File: src/rtl/imm_encoder_if.sv
// Request/response bundle between the program builder, the immediate
// encoder and instruction memory. The encoder uses the slave side.
interface imm_encoder_if;
    logic        in_valid;
    logic        in_ready;
    logic [2:0]  in_fmt;
    logic [6:0]  in_opcode;
    logic [2:0]  in_funct3;
    logic [4:0]  in_rd;
    logic [4:0]  in_rs1;
    logic [4:0]  in_rs2;
    logic [31:0] in_imm;
    logic        out_valid;
    logic        out_ready;
    logic [31:0] out_instr;
    logic        out_last;
    logic        out_err;

    modport master (
        output in_valid, in_fmt, in_opcode, in_funct3, in_rd, in_rs1, in_rs2, in_imm,
        output out_ready,
        input  in_ready, out_valid, out_instr, out_last, out_err
    );

    modport slave (
        input  in_valid, in_fmt, in_opcode, in_funct3, in_rd, in_rs1, in_rs2, in_imm,
        input  out_ready,
        output in_ready, out_valid, out_instr, out_last, out_err
    );
endinterface

File: src/rtl/imm_encoder.sv
// Registered RV32I immediate encoder: packs an immediate plus register and
// opcode fields into an I/S/B/U/J instruction word, or expands a
// load-immediate into ADDI, LUI or LUI+ADDI.
module imm_encoder (
    input  logic          clk,
    input  logic          rst_n,
    imm_encoder_if.slave  bus
);

    typedef enum logic [1:0] {
        S_IDLE,
        S_EMIT1,
        S_EMIT2
    } state_t;

    typedef enum logic [2:0] {
        F_I    = 3'd0,
        F_S    = 3'd1,
        F_B    = 3'd2,
        F_U    = 3'd3,
        F_J    = 3'd4,
        F_LI   = 3'd5,
        F_RSV6 = 3'd6,
        F_RSV7 = 3'd7
    } fmt_t;

    localparam logic [6:0] OPC_LUI  = 7'h37;
    localparam logic [6:0] OPC_ADDI = 7'h13;

    state_t      state_q, state_d;
    logic        valid_q, valid_d;
    logic [31:0] instr_q, instr_d;
    logic        last_q,  last_d;
    logic        err_q,   err_d;
    logic [31:0] second_q, second_d;
    logic        pend_q,  pend_d;

    fmt_t        fmt;
    logic [31:0] imm;
    logic [6:0]  opc;
    logic [2:0]  f3;
    logic [4:0]  rd;
    logic [4:0]  rs1;
    logic [4:0]  rs2;

    logic        pass;
    logic        two_word;
    logic [31:0] first_word;
    logic [31:0] second_word;
    logic        fits12;
    logic [11:0] lo;
    logic [19:0] hi;

    assign fmt = fmt_t'(bus.in_fmt);
    assign imm = bus.in_imm;
    assign opc = bus.in_opcode;
    assign f3  = bus.in_funct3;
    assign rd  = bus.in_rd;
    assign rs1 = bus.in_rs1;
    assign rs2 = bus.in_rs2;

    assign bus.in_ready  = (state_q == S_IDLE);
    assign bus.out_valid = valid_q;
    assign bus.out_instr = instr_q;
    assign bus.out_last  = last_q;
    assign bus.out_err   = err_q;

    // Range check and pack the request into its first (and optional second) word.
    always_comb begin
        pass        = 1'b0;
        two_word    = 1'b0;
        first_word  = '0;
        second_word = '0;
        fits12      = (imm[31:11] == '0) || (imm[31:11] == '1);
        lo          = imm[11:0];
        // (imm + 0x800) >> 12: the low 11 bits cannot carry, so only imm[11]
        // propagates into the upper field; the 20-bit add wraps like the 32-bit one.
        hi          = imm[31:12] + {19'd0, imm[11]};
        case (fmt)
            F_I: begin
                pass       = fits12;
                first_word = {imm[11:0], rs1, f3, rd, opc};
            end
            F_S: begin
                pass       = fits12;
                first_word = {imm[11:5], rs2, rs1, f3, imm[4:0], opc};
            end
            F_B: begin
                pass       = !imm[0] && ((imm[31:12] == '0) || (imm[31:12] == '1));
                first_word = {imm[12], imm[10:5], rs2, rs1, f3, imm[4:1], imm[11], opc};
            end
            F_U: begin
                pass       = (imm[11:0] == '0);
                first_word = {imm[31:12], rd, opc};
            end
            F_J: begin
                pass       = !imm[0] && ((imm[31:20] == '0) || (imm[31:20] == '1));
                first_word = {imm[20], imm[10:1], imm[11], imm[19:12], rd, opc};
            end
            F_LI: begin
                pass = 1'b1;
                if (fits12) begin
                    first_word = {lo, 5'd0, 3'd0, rd, OPC_ADDI};
                end else if (lo == '0) begin
                    first_word = {hi, rd, OPC_LUI};
                end else begin
                    two_word    = 1'b1;
                    first_word  = {hi, rd, OPC_LUI};
                    second_word = {lo, rd, 3'd0, rd, OPC_ADDI};
                end
            end
            default: pass = 1'b0;
        endcase
    end

    // Handshake sequencing: accept in IDLE, hold words until the consumer takes them.
    always_comb begin
        state_d  = state_q;
        valid_d  = valid_q;
        instr_d  = instr_q;
        last_d   = last_q;
        err_d    = 1'b0;
        second_d = second_q;
        pend_d   = pend_q;
        case (state_q)
            S_IDLE: begin
                if (bus.in_valid) begin
                    if (pass) begin
                        instr_d  = first_word;
                        valid_d  = 1'b1;
                        last_d   = !two_word;
                        second_d = second_word;
                        pend_d   = two_word;
                        state_d  = S_EMIT1;
                    end else begin
                        err_d = 1'b1;
                    end
                end
            end
            S_EMIT1: begin
                if (bus.out_ready) begin
                    if (pend_q) begin
                        instr_d = second_q;
                        last_d  = 1'b1;
                        pend_d  = 1'b0;
                        state_d = S_EMIT2;
                    end else begin
                        valid_d = 1'b0;
                        last_d  = 1'b0;
                        state_d = S_IDLE;
                    end
                end
            end
            S_EMIT2: begin
                if (bus.out_ready) begin
                    valid_d = 1'b0;
                    last_d  = 1'b0;
                    state_d = S_IDLE;
                end
            end
            default: begin
                valid_d = 1'b0;
                last_d  = 1'b0;
                pend_d  = 1'b0;
                state_d = S_IDLE;
            end
        endcase
    end

    // State and output registers; reset discards any pending second word.
    always_ff @(posedge clk or negedge rst_n) begin
        if (!rst_n) begin
            state_q  <= S_IDLE;
            valid_q  <= 1'b0;
            instr_q  <= '0;
            last_q   <= 1'b0;
            err_q    <= 1'b0;
            second_q <= '0;
            pend_q   <= 1'b0;
        end else begin
            state_q  <= state_d;
            valid_q  <= valid_d;
            instr_q  <= instr_d;
            last_q   <= last_d;
            err_q    <= err_d;
            second_q <= second_d;
            pend_q   <= pend_d;
        end
    end

endmodule

File: src/flat_wrapper.sv
// flat-port wrapper written by rule: the top's interface ports become plain ports
module imm_encoder_flat 
  (clk, rst_n, bus_in_valid, bus_in_fmt, bus_in_opcode, bus_in_funct3, bus_in_rd, bus_in_rs1, bus_in_rs2, bus_in_imm, bus_out_ready, bus_in_ready, bus_out_valid, bus_out_instr, bus_out_last, bus_out_err);
  imm_encoder_if bus_i ();
  input  logic clk;
  input  logic rst_n;
  input wire logic [$bits(bus_i.in_valid)-1:0] bus_in_valid;
  input wire logic [$bits(bus_i.in_fmt)-1:0] bus_in_fmt;
  input wire logic [$bits(bus_i.in_opcode)-1:0] bus_in_opcode;
  input wire logic [$bits(bus_i.in_funct3)-1:0] bus_in_funct3;
  input wire logic [$bits(bus_i.in_rd)-1:0] bus_in_rd;
  input wire logic [$bits(bus_i.in_rs1)-1:0] bus_in_rs1;
  input wire logic [$bits(bus_i.in_rs2)-1:0] bus_in_rs2;
  input wire logic [$bits(bus_i.in_imm)-1:0] bus_in_imm;
  input wire logic [$bits(bus_i.out_ready)-1:0] bus_out_ready;
  output wire logic [$bits(bus_i.in_ready)-1:0] bus_in_ready;
  output wire logic [$bits(bus_i.out_valid)-1:0] bus_out_valid;
  output wire logic [$bits(bus_i.out_instr)-1:0] bus_out_instr;
  output wire logic [$bits(bus_i.out_last)-1:0] bus_out_last;
  output wire logic [$bits(bus_i.out_err)-1:0] bus_out_err;
  assign bus_i.in_valid = bus_in_valid;
  assign bus_i.in_fmt = bus_in_fmt;
  assign bus_i.in_opcode = bus_in_opcode;
  assign bus_i.in_funct3 = bus_in_funct3;
  assign bus_i.in_rd = bus_in_rd;
  assign bus_i.in_rs1 = bus_in_rs1;
  assign bus_i.in_rs2 = bus_in_rs2;
  assign bus_i.in_imm = bus_in_imm;
  assign bus_i.out_ready = bus_out_ready;
  assign bus_in_ready = bus_i.in_ready;
  assign bus_out_valid = bus_i.out_valid;
  assign bus_out_instr = bus_i.out_instr;
  assign bus_out_last = bus_i.out_last;
  assign bus_out_err = bus_i.out_err;
  imm_encoder u_core (.clk(clk), .rst_n(rst_n), .bus(bus_i));
endmodule
File: config.mk
export PLATFORM = sky130hd
export DESIGN_NAME = imm_encoder_flat
export DESIGN_NICKNAME = d
export VERILOG_FILES = /design/src/rtl/imm_encoder_if.sv /design/src/rtl/imm_encoder.sv /design/src/flat_wrapper.sv
export SDC_FILE = /design/constraint.sdc
export NUM_CORES = 1
export LEC_CHECK = 0
export ABC_AREA = 1
export CAP_MARGIN = 20
export CORE_MARGIN = 3
export CORE_UTILIZATION = 36
export DETAILED_ROUTE_END_ITERATION = 8
export HOLD_SLACK_MARGIN = 0.03
export SYNTH_ARGS = -nofsm -noshare
export SYNTH_HDL_FRONTEND = slang
export SYNTH_SLANG_ARGS = --single-unit
File: constraint.sdc
create_clock -name clk -period 2.4 [get_ports clk]
set_input_delay 0.24 -clock clk [delete_from_list [all_inputs] [get_ports clk]]
set_output_delay 0.24 -clock clk [all_outputs]
set_load 0.02 [all_outputs]
# == Yosys cells after proc, flatten, opt, wreduce, memory -nomap -nowiden ==
# Index checks and enable logic that the tools add are counted.
# totals
reg_bits,70
input_bits,64
# classes
n_addsub,1
n_eq_ne,16
n_mux,37
bitwise,1
reduce_logical,20
# ops
operator,n
32-bit 2-to-1 mux,8
32-bit case mux with 6 select lines,1
32-bit case mux with 2 select lines,1
12-bit zero test,2
"21-bit == test, second input constant",1
21-bit zero test,1
20-bit by 1-bit adder with 20-bit output,1
"20-bit == test, second input constant",1
20-bit zero test,1
1-bit 2-to-1 mux,17
"12-bit == test, second input constant",1
2-bit 2-to-1 mux,5
5-bit AND reduction,2
1-bit case mux with 3 select lines,3
"2-bit != test, second input constant",4
4-bit AND reduction,2
"3-bit by 2-bit == test with 1-bit output, second input constant",2
"3-bit == test, second input constant",2
2-bit case mux with 3 select lines,1
1-bit case mux with 5 select lines,1
"2-bit by 1-bit != test with 1-bit output, second input constant",2
"3-bit by 1-bit == test with 1-bit output, second input constant",1
3-bit zero test,1
1-bit logical OR,3
other kinds (9),11

# == Depth between registers and ports, before layout ==
# logic_depth
ltp_word,8
mapped_depth,15
mapped_depth_nobuf,15

# == Least setup slack after synthesis ==
# OpenSTA, ideal clock, no wires.
# synth_timing
path_kind,reg2reg
from,register u_core.state_q[1]
to,"register u_core.instr_q[31], in the netlist u_core.bus.out_instr[31]"
setup_ns,0.065
arrival_ns,1.719
t_required_ns,2.335
path_slack_ns,0.616
stages_incl_launch_ff,9
cell_sequence,dfrtp_1 -> nor2_1 -> inv_1 -> o21ai_1 -> inv_1 -> nor2_4 -> buf_6 -> nand2_1 -> nand2_1
# synth_between
elab_chain_len,3
word_cells_on_any_way,9
classes_between,5 x eq/ne; 1 x mux; 3 x reduce/logical
# synth_lines
element,line_no,rtl
from (decl),imm_encoder.sv:30,"state_t state_q, state_d;"
from (signal assigned),imm_encoder.sv:181,state_q <= state_d;
2-bit zero test (*),--,
named net bus_in_ready,flat_wrapper.sv:16,output wire logic [$bits(bus_i.in_ready)-1:0] bus_in_ready;
2-bit by 1-bit != test with 1-bit output (no line) (tied with other cells),--,
5-bit AND reduction (no line),--,
to (signal assigned),imm_encoder.sv:183,instr_q <= instr_d;
to (decl),imm_encoder.sv:32,"logic [31:0] instr_q, instr_d;"
# The timed path passes the listed nets; every way through them passes the cells marked *.
# A chain may end at the register's enable or synchronous reset.

# == Worst setup path in the final report ==
# layout_timing
from,input bus_in_imm[14]
to,"register u_core.instr_q[14], in the netlist u_core.bus.out_instr[14]"
# layout_between
elab_chain_len,7
word_cells_on_any_way,16
classes_between,1 x add/sub; 3 x eq/ne; 6 x mux; 6 x reduce/logical
# layout_lines
element,line_no,rtl
from (decl),flat_wrapper.sv:14,input wire logic [$bits(bus_i.in_imm)-1:0] bus_in_imm;
"parallel branches: the longest is 7 deep, another holds 20-bit by 1-bit adder with 20-bit output",--,
# Several ways; the timed one is not identified. The select of a mux whose other input is x is not followed.

==> results by group <==
Worst setup path
  • Max FO, Critical Path: 50
  • Setup Crit Path Kind: in -> reg
  • CP cell instances: clkdlybuf4s50_1, nor2_1, nand3_1, o21ai_1, nand2_1, nand2_1, nand2_1, nand4_4, nand3_4, buf_12, nand2_1, o21ai_2
  • CP Capture Type: flip-flop
  • Critical path data arrival time: 2350 ps
  • Slowest cell on the critical path: clkdlybuf4s50_1
  • Most used cell, CP: nand2_1
  • Critical path's largest stage delay: 540 ps
  • Worst Setup Start Kind: input pin
  • CP Data Required Time: 2580 ps

Detailed routing
  • DR WL/cell: 14.9 um
  • Final WL: 13500 um
  • Initial DRC Count: 324
  • DRC viols: 0
  • Vias per std cell: 4.98
  • Top Metal Used: met4
  • DR pass1 iterations: 5
  • Post-route ant nets: 0
  • Routed length on met1: 6310 um
  • Metal3 WL: 779 um
  • Via count: 4503
  • Met2 wire len: 6210 um

Synth
  • Post-synth ARST share: 100%
  • Synthesized area: 0.00417 mm^2
  • Top-count cell post-synth: nand2_1
  • Synth cell types: 42
  • Synth Register Bits: 56
  • Avg Inst Size Synth: 6.78 um^2
  • Cell taking the most area after synthesis: dfrtp_1
  • Synth Flop Type: dfrtp_1
  • Top cell type's share of synthesized area: 33.6%
  • Commonest cells in the netlist: nand2_1, nor2_1, inv_1, dfrtp_1, nand3_1
  • Yosys warns: 0
  • Synth Net Count: 681
  • Share of the yosys chip area belonging to registers: 33.6%
  • Cell count after synthesis: 614
  • Synth area leaders: dfrtp_1, nand2_1, nand3_1
  • Post-synth EDFFs: 0

Timing
  • Worst slew pin tran: 584 ps
  • Hold WS: 411 ps
  • # setup viols final: 0
  • Relative slew margins: 61.0%
  • Final hold violations: 0
  • Max frequency: 461 MHz
  • Total negative slack: 0 ps
  • Final period util: 90.3%
  • Slew Viols, Final: 0
  • Unrepaired setup endpoints after global routing: false
  • Worst clock skew: 9.39 ps
  • Final min period: 2170 ps

Global route
  • Initial antenna violation count: 0
  • First-pass GRT wire length: 22200 um
  • Largest net degree at the start of global routing: 51
  • Number of global-route vias before repair: 4447
  • GRT Total Usage: 21.3%
  • Overflow after GRT: 0

Power and ir drop
  • Int Pwr: 2150 uW
  • Net Sw Frac: 34.9%
  • Leakage: 0.00295 uW
  • Clock power share: 22.4%
  • Psw: 1150 uW
  • Part of the power in registers: 37.5%
  • Tot Pwr: 3310 uW
  • Worst VDD drop: 395 uV
  • Combinational share of power: 40.1%
  • PwrDens: 564 mW/mm^2

Clocking
  • H-tree Lvls: 2
  • Clk_lat worst skew: 290 ps
  • CTS tree: yes
  • Sink Count: 56
  • Total CTS buffers: 5
  • Clock buffer depth: 2
  • Clock root buffer: clkbuf_16
  • Clk slew on worst S/H paths: 70 ps

Cells and area
  • Area of the multi-input gates: 0.00239 mm^2
  • Nets: 831
  • Ratio of cells with drive above 1 in the final layout: 17.1%
  • Growth of design area from synthesis to finish: 40.9%
  • Fillers: 1134
  • Util after Layout: 53.0%
  • FF+latch area: 0.00140 mm^2
  • N_diodes: 0
  • Fin area: 0.00587 mm^2

Die
  • Total die area: 0.0129 mm^2
  • # rows: 38
  • Die width: 114 um
  • I/O pin cnt: 100
  • Core area: 0.0111 mm^2
  • Die Y: 114 um
  • Starting Density: 37.6%

Place
  • Port buffer count: 99
  • DP Wirelength: 11000 um
  • Routability cong.: 0.917
  • Placed inst area: 0.00569 mm^2

Run status
  • Status: complete, no violations

Hold path
  • Min-Delay Path Class: in -> reg

Flow run
  • Maxcap violations: 0
[path summary, 6_finish.rpt]
path                                      startpoint                        to  slack (ps)  depth (start not counted)
min in group asynchronous                      rst_n       u_core.second_q[31]         420                          2
max in group asynchronous                      rst_n       u_core.second_q[24]        1320                          3
worst min register to register  u_core.bus.out_valid      u_core.bus.out_valid         480                          2
worst max register to register     u_core.state_q[1]   u_core.bus.out_instr[1]         690                          7
worst max-delay path                  bus_in_imm[14]  u_core.bus.out_instr[14]         230                         12
worst min-delay path                  bus_in_imm[11]       u_core.second_q[31]         410                          4
[metal layers]
metal,track usage [%],vias up
met4,2.96,0
met5,0,-
li1,-,2261
met1,30.5,2092
met2,35.4,138
met3,2.81,12
[flip-flops by register name (all words and copies together) (netlist names)]
| signal | cells |
|---|---|
| u_core.pend_q | 1 |
| u_core.bus.out_err | 1 |
| u_core.second_q | 18 |
| u_core.bus.out_valid | 1 |
| u_core.bus.out_instr | 32 |
| u_core.bus.out_last | 1 |
| u_core.state_q | 2 |
[metrics by stage]
stage,cells,setup WS [ps]
5_1_grt,905,6.28
2_1_floorplan,614,616
3_5_place_dp,896,-126
6_report,905,232
4_1_cts,905,159
3_3_place_gp,896,-160
[power by group through the flow]
stage               logic [uW]  registers [uW]  clock network [uW]
finish                    1330            1240                 739
global route              1450            1270                 796
CTS                       1340            1240                 753
detailed placement        1330            1260                   0
global placement          1330            1250                   0
floorplan                  457            1450                   0
[layout by cell type, fill, tap and decap left out, drive strengths merged, types with 8 or more instances in the layout]
cell type / count
o22ai: 8
dfrtp: 56
o21ai: 44
xor2: 11
nand3: 56
nor2: 65
nand2: 240
clkdlybuf4s50: 97
buf: 63
inv: 65
a21oi: 13
[final cells by class]
type / count / share of cell area (%)
Inverter: 65 / 4.18
Tap cell: 140 / 2.99
Clock buffer: 5 / 2.13
Sequential cell: 56 / 23.9
Clock inverter: 3 / 0.426
Timing Repair Buffer: 162 / 25.6
Multi-Input combinational cell: 474 / 40.8
[worst max-delay path, delay by kind of cell]
family | cells | cell delay (ps)
AOI/OAI and AO/OA | 2 | 330
buffers and inverters | 2 | 730
and+or+nand+nor | 8 | 1000
[cells by family after synthesis]
| family | count (synthesis) | share of synthesized area [%] |
|---|---|---|
| compound gates | 84 | 13.9 |
| simple gates | 376 | 40.0 |
| fa+ha+maj | 3 | 0.901 |
| buf+inv | 84 | 9.22 |
| xor+xnor | 11 | 2.31 |
| flops | 56 | 33.6 |
[what timing repair did]
item                                    in CTS  in global routing
buffers inserted                             0                  0
hold buffers                                 1                  0
hold endpoints to repair                    15                  0
gates resized for setup                      0                  5
endpoints found under the setup margin       0                  3
Note: power is estimated with default switching activity, not from simulation.
